File: config.mk
export PLATFORM = sky130hd
export DESIGN_NAME = alarm_controller
export DESIGN_NICKNAME = d
export VERILOG_FILES = /design/src/rtl/alarm_pkg.sv /design/src/rtl/key_event_sync.sv /design/src/rtl/alarm_controller.sv
export SDC_FILE = /design/constraint.sdc
export NUM_CORES = 1
export LEC_CHECK = 0
export ABC_CLOCK_PERIOD_IN_PS = 2860
export CAP_MARGIN = 40
export CORE_ASPECT_RATIO = 0.75
export CORE_MARGIN = 2
export CORE_UTILIZATION = 55
export CTS_CLUSTER_DIAMETER = 40
export DETAILED_ROUTE_END_ITERATION = 6
export GPL_TIMING_DRIVEN = 0
export PLACE_DENSITY = 0.75
export SLEW_MARGIN = 20
export SYNTH_ARGS = -nofsm -noshare
export SYNTH_HDL_FRONTEND = slang
export SYNTH_HIERARCHICAL = 1
export SYNTH_SLANG_ARGS = --single-unit
File: constraint.sdc
create_clock -name clk -period 2.86 [get_ports clk]
set_clock_uncertainty 0.2 [all_clocks]
set_input_delay 0.858 -clock clk [delete_from_list [all_inputs] [get_ports clk]]
set_output_delay 0.858 -clock clk [all_outputs]
set_load 0.005 [all_outputs]
File: src/rtl/alarm_pkg.sv
// ---------------------------------------------------------------
// alarm_pkg : key status codes and state encodings for the alarm
// Rev 1.0
// ---------------------------------------------------------------
`default_nettype none

package alarm_pkg;

  localparam logic [1:0] KEY_OK    = 2'd0;
  localparam logic [1:0] KEY_ERROR = 2'd2;
  localparam logic [1:0] KEY_NOKEY = 2'd3;

  typedef enum logic [2:0] {
    ST_DISARMED    = 3'd0,
    ST_EXIT_DELAY  = 3'd1,
    ST_ARMED       = 3'd2,
    ST_ENTRY_DELAY = 3'd3,
    ST_ALARM       = 3'd4,
    ST_LOCKOUT     = 3'd5
  } state_t;

endpackage

`default_nettype wire

File: src/rtl/key_event_sync.sv
// ---------------------------------------------------------------
// key_event_sync : synchronizes key status, emits NOKEY->OK/ERROR pulses
// Rev 1.0
// ---------------------------------------------------------------
`default_nettype none

module key_event_sync
  import alarm_pkg::*;
(
  input  logic       clk,
  input  logic       reset,
  input  logic [1:0] key_status,
  output logic       ok_ev,
  output logic       err_ev
);

  logic [1:0] r_s1;
  logic [1:0] r_s2;
  logic [1:0] r_s3;
  logic [1:0] r_last;
  logic       w_stable;
  logic       w_from_nokey;

  always_ff @(posedge clk) begin
    if (reset) begin
      r_s1   <= KEY_NOKEY;
      r_s2   <= KEY_NOKEY;
      r_s3   <= KEY_NOKEY;
      r_last <= KEY_NOKEY;
    end else begin
      r_s1 <= key_status;
      r_s2 <= r_s1;
      r_s3 <= r_s2;
      // r_last only follows settled values, so one-sample glitches never reach it
      if (w_stable) begin
        r_last <= r_s3;
      end
    end
  end

  assign w_stable     = (r_s2 == r_s3);
  assign w_from_nokey = w_stable && (r_last == KEY_NOKEY);
  assign ok_ev        = w_from_nokey && (r_s3 == KEY_OK);
  assign err_ev       = w_from_nokey && (r_s3 == KEY_ERROR);

endmodule

`default_nettype wire

File: src/rtl/alarm_controller.sv
// ---------------------------------------------------------------
// alarm_controller : home-alarm FSM with shared timer and error lockout
// Rev 1.0
// ---------------------------------------------------------------
`default_nettype none

module alarm_controller
  import alarm_pkg::*;
#(
  parameter int EXIT_CYC    = 8,
  parameter int ENTRY_CYC   = 6,
  parameter int ALARM_CYC   = 10,
  parameter int LOCKOUT_CYC = 12,
  parameter int MAX_ERRORS  = 3,
  parameter int CNT_W       = 24
) (
  input  logic       clk,
  input  logic       reset,
  input  logic [1:0] key_status,
  input  logic       door,
  input  logic       window,
  output logic       siren,
  output logic       armed,
  output logic       beep,
  output logic       locked,
  output logic [2:0] state,
  output logic [1:0] err_count
);

  localparam logic [1:0]       c_max_err  = 2'(MAX_ERRORS);
  localparam logic [CNT_W-1:0] c_exit_ld  = CNT_W'(EXIT_CYC - 1);
  localparam logic [CNT_W-1:0] c_entry_ld = CNT_W'(ENTRY_CYC - 1);
  localparam logic [CNT_W-1:0] c_alarm_ld = CNT_W'(ALARM_CYC - 1);
  localparam logic [CNT_W-1:0] c_lock_ld  = CNT_W'(LOCKOUT_CYC - 1);

  logic             w_ok_ev;
  logic             w_err_ev;
  logic             r_door_s1, r_door_s2;
  logic             r_win_s1, r_win_s2;
  state_t           r_state;
  state_t           w_state_nx;
  logic [CNT_W-1:0] r_cnt;
  logic [CNT_W-1:0] w_cnt_nx;
  logic [1:0]       r_err;
  logic [1:0]       w_err_nx;
  logic [1:0]       w_err_inc;
  logic             w_err_hit;
  logic             w_cnt_zero;
  logic             r_siren, r_armed, r_beep, r_locked;

  key_event_sync u_key_event_sync (
    .clk        (clk),
    .reset      (reset),
    .key_status (key_status),
    .ok_ev      (w_ok_ev),
    .err_ev     (w_err_ev)
  );

  assign w_cnt_zero = (r_cnt == '0);
  assign w_err_inc  = (r_err < c_max_err) ? r_err + 2'd1 : r_err;
  assign w_err_hit  = w_err_ev && (w_err_inc == c_max_err);

  // OK always has first say; sensors are checked before the error-limit path
  always_comb begin
    w_state_nx = r_state;
    w_cnt_nx   = w_cnt_zero ? r_cnt : r_cnt - 1'b1;
    w_err_nx   = r_err;
    case (r_state)
      ST_DISARMED: begin
        if (w_ok_ev) begin
          w_state_nx = ST_EXIT_DELAY;
          w_cnt_nx   = c_exit_ld;
          w_err_nx   = '0;
        end else if (w_err_ev) begin
          w_err_nx = w_err_inc;
          if (w_err_hit) begin
            w_state_nx = ST_LOCKOUT;
            w_cnt_nx   = c_lock_ld;
          end
        end
      end
      ST_EXIT_DELAY: begin
        if (w_ok_ev) begin
          w_state_nx = ST_DISARMED;
          w_err_nx   = '0;
        end else begin
          if (w_err_ev) w_err_nx = w_err_inc;
          if (w_cnt_zero) w_state_nx = ST_ARMED;
        end
      end
      ST_ARMED: begin
        if (w_ok_ev) begin
          w_state_nx = ST_DISARMED;
          w_err_nx   = '0;
        end else begin
          if (w_err_ev) w_err_nx = w_err_inc;
          if (r_win_s2 || (!r_door_s2 && w_err_hit)) begin
            w_state_nx = ST_ALARM;
            w_cnt_nx   = c_alarm_ld;
          end else if (r_door_s2) begin
            w_state_nx = ST_ENTRY_DELAY;
            w_cnt_nx   = c_entry_ld;
          end
        end
      end
      ST_ENTRY_DELAY: begin
        if (w_ok_ev) begin
          w_state_nx = ST_DISARMED;
          w_err_nx   = '0;
        end else begin
          if (w_err_ev) w_err_nx = w_err_inc;
          if (r_win_s2 || w_cnt_zero || w_err_hit) begin
            w_state_nx = ST_ALARM;
            w_cnt_nx   = c_alarm_ld;
          end
        end
      end
      ST_ALARM: begin
        if (w_ok_ev) begin
          w_state_nx = ST_DISARMED;
          w_err_nx   = '0;
        end else if (w_cnt_zero) begin
          w_state_nx = ST_ARMED;
          w_err_nx   = '0;
        end else if (w_err_ev) begin
          w_err_nx = w_err_inc;
        end
      end
      ST_LOCKOUT: begin
        if (w_cnt_zero) begin
          w_state_nx = ST_DISARMED;
          w_err_nx   = '0;
        end
      end
      default: begin
        w_state_nx = ST_DISARMED;
        w_err_nx   = '0;
      end
    endcase
  end

  always_ff @(posedge clk) begin
    if (reset) begin
      r_door_s1 <= 1'b0;
      r_door_s2 <= 1'b0;
      r_win_s1  <= 1'b0;
      r_win_s2  <= 1'b0;
      r_state   <= ST_DISARMED;
      r_cnt     <= '0;
      r_err     <= '0;
      r_siren   <= 1'b0;
      r_armed   <= 1'b0;
      r_beep    <= 1'b0;
      r_locked  <= 1'b0;
    end else begin
      r_door_s1 <= door;
      r_door_s2 <= r_door_s1;
      r_win_s1  <= window;
      r_win_s2  <= r_win_s1;
      r_state   <= w_state_nx;
      r_cnt     <= w_cnt_nx;
      r_err     <= w_err_nx;
      // decoded from the next state so indicators change on the same edge as state
      r_siren   <= (w_state_nx == ST_ALARM);
      r_armed   <= (w_state_nx == ST_ARMED) || (w_state_nx == ST_ENTRY_DELAY);
      r_beep    <= (w_state_nx == ST_EXIT_DELAY) || (w_state_nx == ST_ENTRY_DELAY);
      r_locked  <= (w_state_nx == ST_LOCKOUT);
    end
  end

  assign siren     = r_siren;
  assign armed     = r_armed;
  assign beep      = r_beep;
  assign locked    = r_locked;
  assign state     = r_state;
  assign err_count = r_err;

endmodule

`default_nettype wire

## Yosys cells after proc, flatten, opt, wreduce, memory -nomap -nowiden

Index checks and enable logic that the tools add are counted.

- Flip-flop bits (word level): 45
- Bits in latches: 0
- Memory bits (writable): 0
- Bits in read-only memories: 0
- Input port bits: 6
- Output and inout bits: 9
- Logic and storage cells: 78
- Memories kept: 0

- Add/sub/neg operators: 2
- Multiply operators: 0
- Div/mod/pow operators: 0
- $lt $le $gt $ge: 1
- Equality and inequality tests: 15
- Shifts and indexed selects: 0
- Muxes and demuxes: 29
- Bitwise operators: 0
- Reductions and logical operators: 16

Operators with widths:

| kind | count |
|---|---|
| two-way mux 24 bit | 9 |
| one-hot mux 24 bit (3 select lines) | 1 |
| two-way mux 3 bit | 11 |
| logical NOT 24 bit | 1 |
| subtractor 24 x 1 -> 24 bit, second input constant | 1 |
| one-hot mux 3 bit (5 select lines) | 1 |
| equality test 3 x 2 -> 1 bit, second input constant | 4 |
| equality test 3 bit, second input constant | 4 |
| two-way mux 2 bit | 6 |
| equality test 2 bit, second input constant | 3 |
| equality test 3 x 1 -> 1 bit, second input constant | 2 |
| one-hot mux 2 bit (3 select lines) | 1 |
| logical AND 1 bit | 5 |
| logical OR 1 bit | 5 |
| OR reduction 4 bit | 1 |
| logical NOT 3 bit | 1 |
| adder 2 x 1 -> 2 bit, second input constant | 1 |
| equality test 2 bit | 1 |
| logical NOT 2 bit | 1 |
| less-than comparator 2 bit, second input constant | 1 |
| != test 2 bit, second input constant | 1 |
| OR reduction 2 bit | 1 |
| logical NOT 1 bit | 1 |

## Longest topological paths before layout

Gate-level depths: netlist of run 1.

- Depth in word-level cells: 11
- Mapped depth: 8
- Depth with buffers taken out: 7

## Hierarchy

The synthesis of run 1 kept the hierarchy.

By module, submodules not included:

| module | instances | cells an instance | area an instance (µm²) | seq. area each (µm²) |
|---|---|---|---|---|
| alarm_controller | 1 | 241 | 2073.2 | 740.7 |
| key_event_sync | 1 | 27 | 285.3 | 160.2 |

## Worst setup path after synthesis of run 1

OpenSTA, ideal clock, no wires.

- Kind: register to register
- Start: register r_cnt[0]
- End: register r_cnt[1]
- Library setup time: 79 ps
- Arrival time: 1897 ps
- Data required time: 2581 ps
- Setup slack: 683 ps
- Cell stages (with the launch flop): 8
- Path buffers: 0
- Clock period less this slack: 2177 ps
- Cell sequence: dfxtp_1 > inv_1 > ha_1 > nor3b_2 > nand3_1 > or3_4 > mux2_4 > a211oi_2

- Word-level cells in the longest chain between the ends: 6
- Elaborated cells on any way between the ends: 14
- Classes of those cells: add/sub: 1; mux: 10; reduce/logical: 3

RTL lines:

| element | line | RTL |
|---|---|---|
| start, declared | alarm_controller.sv:42 | `logic [CNT_W-1:0] r_cnt;` |
| start signal, assigned | alarm_controller.sv:161 | `r_cnt <= w_cnt_nx;` |
| subtractor 24 x 1 -> 24 bit or logical NOT 24 bit (tied branches) | alarm_controller.sv:66, alarm_controller.sv:59 |  |
| two-way mux 24 bit or logical OR 1 bit (tied branches) | alarm_controller.sv:66, alarm_controller.sv:112 |  |
| two-way mux 24 bit, or another cell as far along | alarm_controller.sv:100 | `end else if (r_door_s2) begin` |
| two-way mux 24 bit, on equally long branches | alarm_controller.sv:97, alarm_controller.sv:74, alarm_controller.sv:112 |  |
| two-way mux 24 bit, on equally long branches | alarm_controller.sv:92, alarm_controller.sv:70, alarm_controller.sv:107 |  |
| one-hot mux 24 bit (3 select lines) * | alarm_controller.sv:68 | `case (r_state)` |

Every way passes the cells marked *; elsewhere a longest branch is shown, timed or not.
A chain may end at the register's enable or synchronous reset.

## Worst setup path after layout of run 1

Same ends and word-level chain as after synthesis.

==> results of run 1 <==
==> report_power, final <==
part           switching [mW]  leakage [nW]  internal, mW
registers               0.148         0.368         0.767
logic                   0.846         0.549         0.575
clock network           0.222        0.0554         0.262
==> logic make-up (layout without fill, tap and decap cells) <==
| logic type | Yosys count | in the layout |
|---|---|---|
| muxes | 1 | 1 |
| AOI/OAI and AO/OA | 51 | 51 |
| DFF | 45 | 45 |
| adders and majority gates | 2 | 2 |
| buffers and inverters | 17 | 39 |
| xor gates and xnor gates | 21 | 21 |
| and+or+nand+nor | 131 | 131 |
==> sequential cells by signal, indices dropped and copies added, names as in the netlist, 2 cells and up <==
| register | count |
|---|---|
| u_key_event_sync/r_s1 | 2 |
| r_cnt | 24 |
| u_key_event_sync/r_last | 2 |
| state | 3 |
| u_key_event_sync/r_s2 | 2 |
| err_count | 2 |
| u_key_event_sync/r_s3 | 2 |
==> worst min-delay path by stage <==
stage	to	slack, ps	cells after the start
after global placement	u_key_event_sync/r_s2[1]$_SDFF_PP1_	190	1
after global routing	u_key_event_sync/r_s2[0]$_SDFF_PP1_	230	1
after detailed placement	u_key_event_sync/r_s2[1]$_SDFF_PP1_	200	1
after CTS	u_key_event_sync/r_s2[1]$_SDFF_PP1_	220	1
after floorplan	u_key_event_sync/r_s2[0]$_SDFF_PP1_	190	1
final	u_key_event_sync/r_s2[1]$_SDFF_PP1_	210	1
==> stage by stage <==
stage	cells	util (%)	hold WS, ps	power [mW]
finish	345	65.67	214.5	2.820
global route	345	65.67	229.2	3.036
CTS	345	65.67	215.8	2.812
detailed placement	337	62.94	195.4	2.325
global placement	337	62.94	193.0	2.305
floorplan	268	-	189.5	2.036
==> routing by layer <==
layer / up-vias / wire length, um
met4: 0 / 82
met5: - / 0
met3: 9 / 309
met2: 75 / 1915
li1: 1003 / -
met1: 910 / 2530
==> worst reg2reg max path, cell delays in order (launching register included) <==
cell	delay, ps
dfxtp_1	340
inv_1	110
ha_1	160
nor3b_2	300
nand3_1	290
or3_4	500
mux2_4	320
a211oi_2	200
==> synthesized netlist by cell type, types with 3 or more instances <==
cell | n | area share [%]
dfxtp_1 | 45 | 38
nor2_1 | 36 | 5.7
nor3_1 | 16 | 3.4
xnor2_1 | 15 | 5.6
nor2b_1 | 13 | 3.4
o21ai_0 | 11 | 2.3
nand2_1 | 10 | 1.6
nor4_1 | 10 | 2.7
nand3_1 | 9 | 1.9
a21oi_1 | 7 | 1.5
clkbuf_1 | 7 | 1.1
or2_2 | 7 | 1.9
xor2_1 | 6 | 2.2
o31ai_1 | 5 | 1.6
a211oi_1 | 4 | 1.3
a21o_1 | 4 | 1.3
nor4b_1 | 4 | 1.5
a21boi_0 | 3 | 0.95
buf_6 | 3 | 1.4
inv_1 | 3 | 0.48
nor3b_1 | 3 | 0.95
or3_1 | 3 | 0.80
or4_1 | 3 | 0.95
==> cell type report <==
type / count / area [um2]
plain buffers: 14 / 91.34
clock buffers: 6 / 72.57
clock inverters: 2 / 38.79
fillers: 364 / 1400
inverters: 3 / 11.26
multi-input cells: 206 / 1355
flip-flops and latches: 45 / 900.9
well taps: 55 / 68.82
repair buffers: 14 / 140.1
==> impl_metrics.tcl, run 1 <==
set metrics [dict create \
    place_area_um2 2567 \
    synthXorXnorAreaFrac_pct 7.798 \
    ir_worst_vdd_uv 609.8 \
    period_minus_slack_ps 2505 \
    synth_top_family_by_area "simple AND/OR/NAND/NOR gates" \
    synth-compound-area-share_pct 15.92 \
    grt_max_degree 15 \
    clock_sinks 45 \
    async_reset_ff_share_pct 0 \
    required_ps 2890 \
    ys_warn_count 6 \
    grt_util_met1_pct 34.32 \
    tns_ps 0 \
    coreArea_um2 4079 \
    drtPass1Iterations 5 \
    rsz0062_at_grt "no" \
    drt_iter0_drc 170 \
    drt-vias-per-instance 5.788 \
    crit_arrival_ps 2540 \
    routed_wl_um 4837 \
    setup_violations 0 \
    place.port_buffers 14 \
    slew_headroom_pct 59.86 \
    worstPathCellList "inv_1, ha_1, nor3b_2, nand3_1, or3_4, mux2_4, a211oi_2" \
    die_area_um2 4833 \
    die_width_um 79.62 \
    cp.depth 7 \
    cp_max_fo 6 \
    n_antenna_cell 0 \
    worst_slack_ps 355.4 \
    max_slew.worst_pin.slew_ps 597.6 \
    post-place-ws_ps 49.58 \
    io_pins 15 \
    fmax_mhz 399.3 \
    synthAdderAreaFrac_pct 1.061 \
    final_cell_mix "45 x dfxtp_1, 36 x nor2_1, 16 x nor3_1" \
    top_usage_layer "met1" \
    slew_viol_final 0 \
    syn_area_um2 2359 \
    cts.clk_slew.worst_paths_ps 80 \
    outcome "finished, final reports clean" \
    die_h_um 60.71 \
    regToRegStartpoint "r_cnt[0]$_SDFF_PP0_" \
    vias 1997 \
    synthMuxAreaShare_pct 0.6366 \
    synth-edff-count 0 \
    drc 0 \
    drive_above_1_share_pct 11.72 \
    cts_root_buffer "clkbuf_8" \
    routedWlPerCell_um 14.02 \
    crit_path_start_kind "register" \
    slowest_stage "or3_4" \
    nets 297 \
    synth_nets 276 \
    min_path_type "reg -> reg" \
    row_count 20 \
    gp_congestion 0.9445 \
    p_per_area_nw_per_um2 1053 \
    critPathCaptureType "register" \
    fin_crit_sh_pct 87.57 \
    cts_buffers 5 \
    cap_violations 0 \
    dp_hpwl_um 3565 \
    finalHoldViolCount 0 \
    r2r.worst_path.cells 7 \
    postCtsHoldBufs 0 \
    reg2reg_slack_ps 360 \
    cp_top_family "simple AND/OR/NAND/NOR gates" \
    tritoncts "built" \
    netlist_instances 268 \
    avgSynthCellArea_um2 8.800 \
    clock_latency_ps 310 \
    met2_usage_pct 31.81 \
    grt_use_met3_pct 5.060 \
    ys_ff_latch 45 \
    postRouteAntennaNets 0 \
    grt-ovfl-total 0 \
    ctsLongestPathBuffers 2 \
    endpoint "r_cnt[1]$_SDFF_PP0_" \
    layout_commonest_cell "dfxtp_1" \
    ys_seq_area_share_pct 38.20 \
    p_leak_nw 0.9725 \
    grt_usage_pct 22.97 \
    cp_slowest_stage_delay_ps 500 \
    post-cts-setup-buffers 0 \
    r2r-end "r_cnt[1]$_SDFF_PP0_" \
    cts.htree.levels 2 \
    path_class "reg -> reg" \
    grt_pass1_wl_um 8431 \
    critPathBufInv 1 \
    ys_types 57 \
    fin_area_um2 2679 \
    hp-start "u_key_event_sync/r_s1[1]$_SDFF_PP1_" \
    synth-simple-area-share_pct 32.04 \
    ys.flop_type "dfxtp_1" \
    antenna_found_initial 0 \
    grt_pass1_vias 1740 \
    cp-startpoint "r_cnt[0]$_SDFF_PP0_" \
    cts.repair.resized 0 \
    area_delta_synth_final_pct 13.58 \
    start_util_pct 57.82 \
]
No activity file was read; power rests on OpenSTA's default activity.
==> run 2, diff against run 1 <==
CORE_UTILIZATION = 35   (was 55)
PLACE_DENSITY = not set   (was 0.75)
==> impl_metrics.tcl, run 2 (synthesis gave the netlist of run 1 again) <==
set metrics [dict create \
    drc 0 \
    cts_buffers 5 \
    antenna_found_initial 0 \
    path_class "reg -> reg" \
    final_cell_mix "45 x dfxtp_1, 36 x nor2_1, 16 x nor3_1" \
    crit_path_start_kind "register" \
    routed_wl_um 5160 \
    required_ps 2880 \
    dp_hpwl_um 3814 \
    grt_pass1_wl_um 9059 \
    n_antenna_cell 0 \
    io_pins 15 \
    tritoncts "built" \
    drt-vias-per-instance 5.370 \
    reg2reg_slack_ps 330 \
    drtPass1Iterations 4 \
    grt_usage_pct 15.26 \
    top_register "r_cnt" \
    num-fill-cells 654 \
    cp_max_fo 6 \
    routedWlPerCell_um 13.95 \
    post-cts-setup-buffers 0 \
    endpoint "siren$_SDFF_PP0_" \
    die_area_um2 7418 \
    r2r-end "siren$_SDFF_PP0_" \
    cts.htree.levels 2 \
    ir_worst_vdd_uv 377.4 \
    critPathCaptureType "register" \
    place.port_buffers 14 \
    hold_slack_ps 213.2 \
    postRouteAntennaNets 0 \
    cts.clk_slew.worst_paths_ps 80 \
    vias 1987 \
    r2r.worst_path.cells 7 \
    tns_ps 0 \
    gp_congestion 0.8603 \
    grt_max_degree 15 \
    postCtsHoldBufs 0 \
    outcome "finished, final reports clean" \
    die_h_um 75.09 \
    die_width_um 98.79 \
    seq_area_um2 900.9 \
    setup_violations 0 \
    fmax_mhz 395.3 \
    nets 297 \
    grt_pass1_vias 1873 \
    cap_violations 0 \
    drive_above_1_share_pct 11.42 \
    layout_commonest_cell "dfxtp_1" \
    cts_root_buffer "clkbuf_8" \
    multi_input_area_um2 1355 \
    p_per_area_nw_per_um2 1025 \
    slew_viol_final 0 \
    cp-startpoint "r_cnt[0]$_SDFF_PP0_" \
    cts.repair.resized 0 \
    largest_reg_flops 24 \
    max_slew.worst_pin.slew_ps 583.7 \
    place_area_um2 2600 \
    p_leak_nw 0.9615 \
    crit_arrival_ps 2550 \
    grt-ovfl-total 0 \
    drt_iter0_drc 163 \
    period_minus_slack_ps 2529 \
    rsz0062_at_grt "no" \
    area_delta_synth_final_pct 13.90 \
    fin_crit_sh_pct 88.44 \
    ctsLongestPathBuffers 2 \
    start_util_pct 36.78 \
    clock_latency_ps 300 \
    row_count 25 \
    regToRegStartpoint "r_cnt[0]$_SDFF_PP0_" \
    slew_headroom_pct 60.79 \
    min_path_type "reg -> reg" \
    coreArea_um2 6412 \
    finalHoldViolCount 0 \
    fin_area_um2 2686 \
    clock_sinks 45 \
]
[run 2: routing by layer]
layer  part of all wire, %  vias up  track usage (%)
li1                      -     1012                -
met1                    55      925            21.80
met2                    39       42            22.37
met3                   4.3        8            3.157
met4                   1.7        0            6.697
met5                     0        -                0
[run 2: cell type report]
class,instances,share of cell area (%)
clock buffers,7,3.214
multi-input cells,206,50.44
repair buffers,14,5.217
well taps,81,3.773
flip-flops and latches,45,33.54
inverters,3,0.4192
plain buffers,14,3.400
[run 2: worst min-delay path by stage]
| stage | from | end | slack, ps | cells after the start |
|---|---|---|---|---|
| 5_1_grt | u_key_event_sync/r_s1[1]$_SDFF_PP1_ | u_key_event_sync/r_s2[1]$_SDFF_PP1_ | 230 | 1 |
| 3_3_place_gp | u_key_event_sync/r_s1[0]$_SDFF_PP1_ | u_key_event_sync/r_s2[0]$_SDFF_PP1_ | 190 | 1 |
| 6_report | u_key_event_sync/r_s1[1]$_SDFF_PP1_ | u_key_event_sync/r_s2[1]$_SDFF_PP1_ | 210 | 1 |
| 3_5_place_dp | u_key_event_sync/r_s1[1]$_SDFF_PP1_ | u_key_event_sync/r_s2[1]$_SDFF_PP1_ | 200 | 1 |
| 2_1_floorplan | u_key_event_sync/r_s1[0]$_SDFF_PP1_ | u_key_event_sync/r_s2[0]$_SDFF_PP1_ | 190 | 1 |
| 4_1_cts | u_key_event_sync/r_s1[1]$_SDFF_PP1_ | u_key_event_sync/r_s2[1]$_SDFF_PP1_ | 220 | 1 |
[run 2: power breakdown]
group	leakage, nW	internal [mW]	switching, mW
logic	0.549	0.574	0.862
registers	0.368	0.767	0.150
clock network	0.0443	0.192	0.208
[run 2: through the flow]
stage          utilization [%]  setup WS [ps]  instances  power [mW]
5_1_grt                  41.89          68.64        370       3.012
4_1_cts                  41.89          337.2        370       2.760
3_3_place_gp             40.55          39.49        363       2.328
3_5_place_dp             40.55          54.08        363       2.352
6_report                 41.89          330.5        370       2.753
2_1_floorplan                -          683.2        268       2.036
[run 2: critical path, stage by stage, from the launching register on]
cell     delay, ps
dfxtp_1        340
inv_1          120
ha_1           150
nor3b_2        300
nand3_1        290
or3_4          500
a32oi_2        320
nor3b_1        220
==> run 3, diff against run 2 <==
ABC_CLOCK_PERIOD_IN_PS = not set   (was 2860)
SKIP_CTS_REPAIR_TIMING = 1   (was not set)
==> results of run 3 <==
No change in the layout: final DEF, timing and power equal those of run 2.
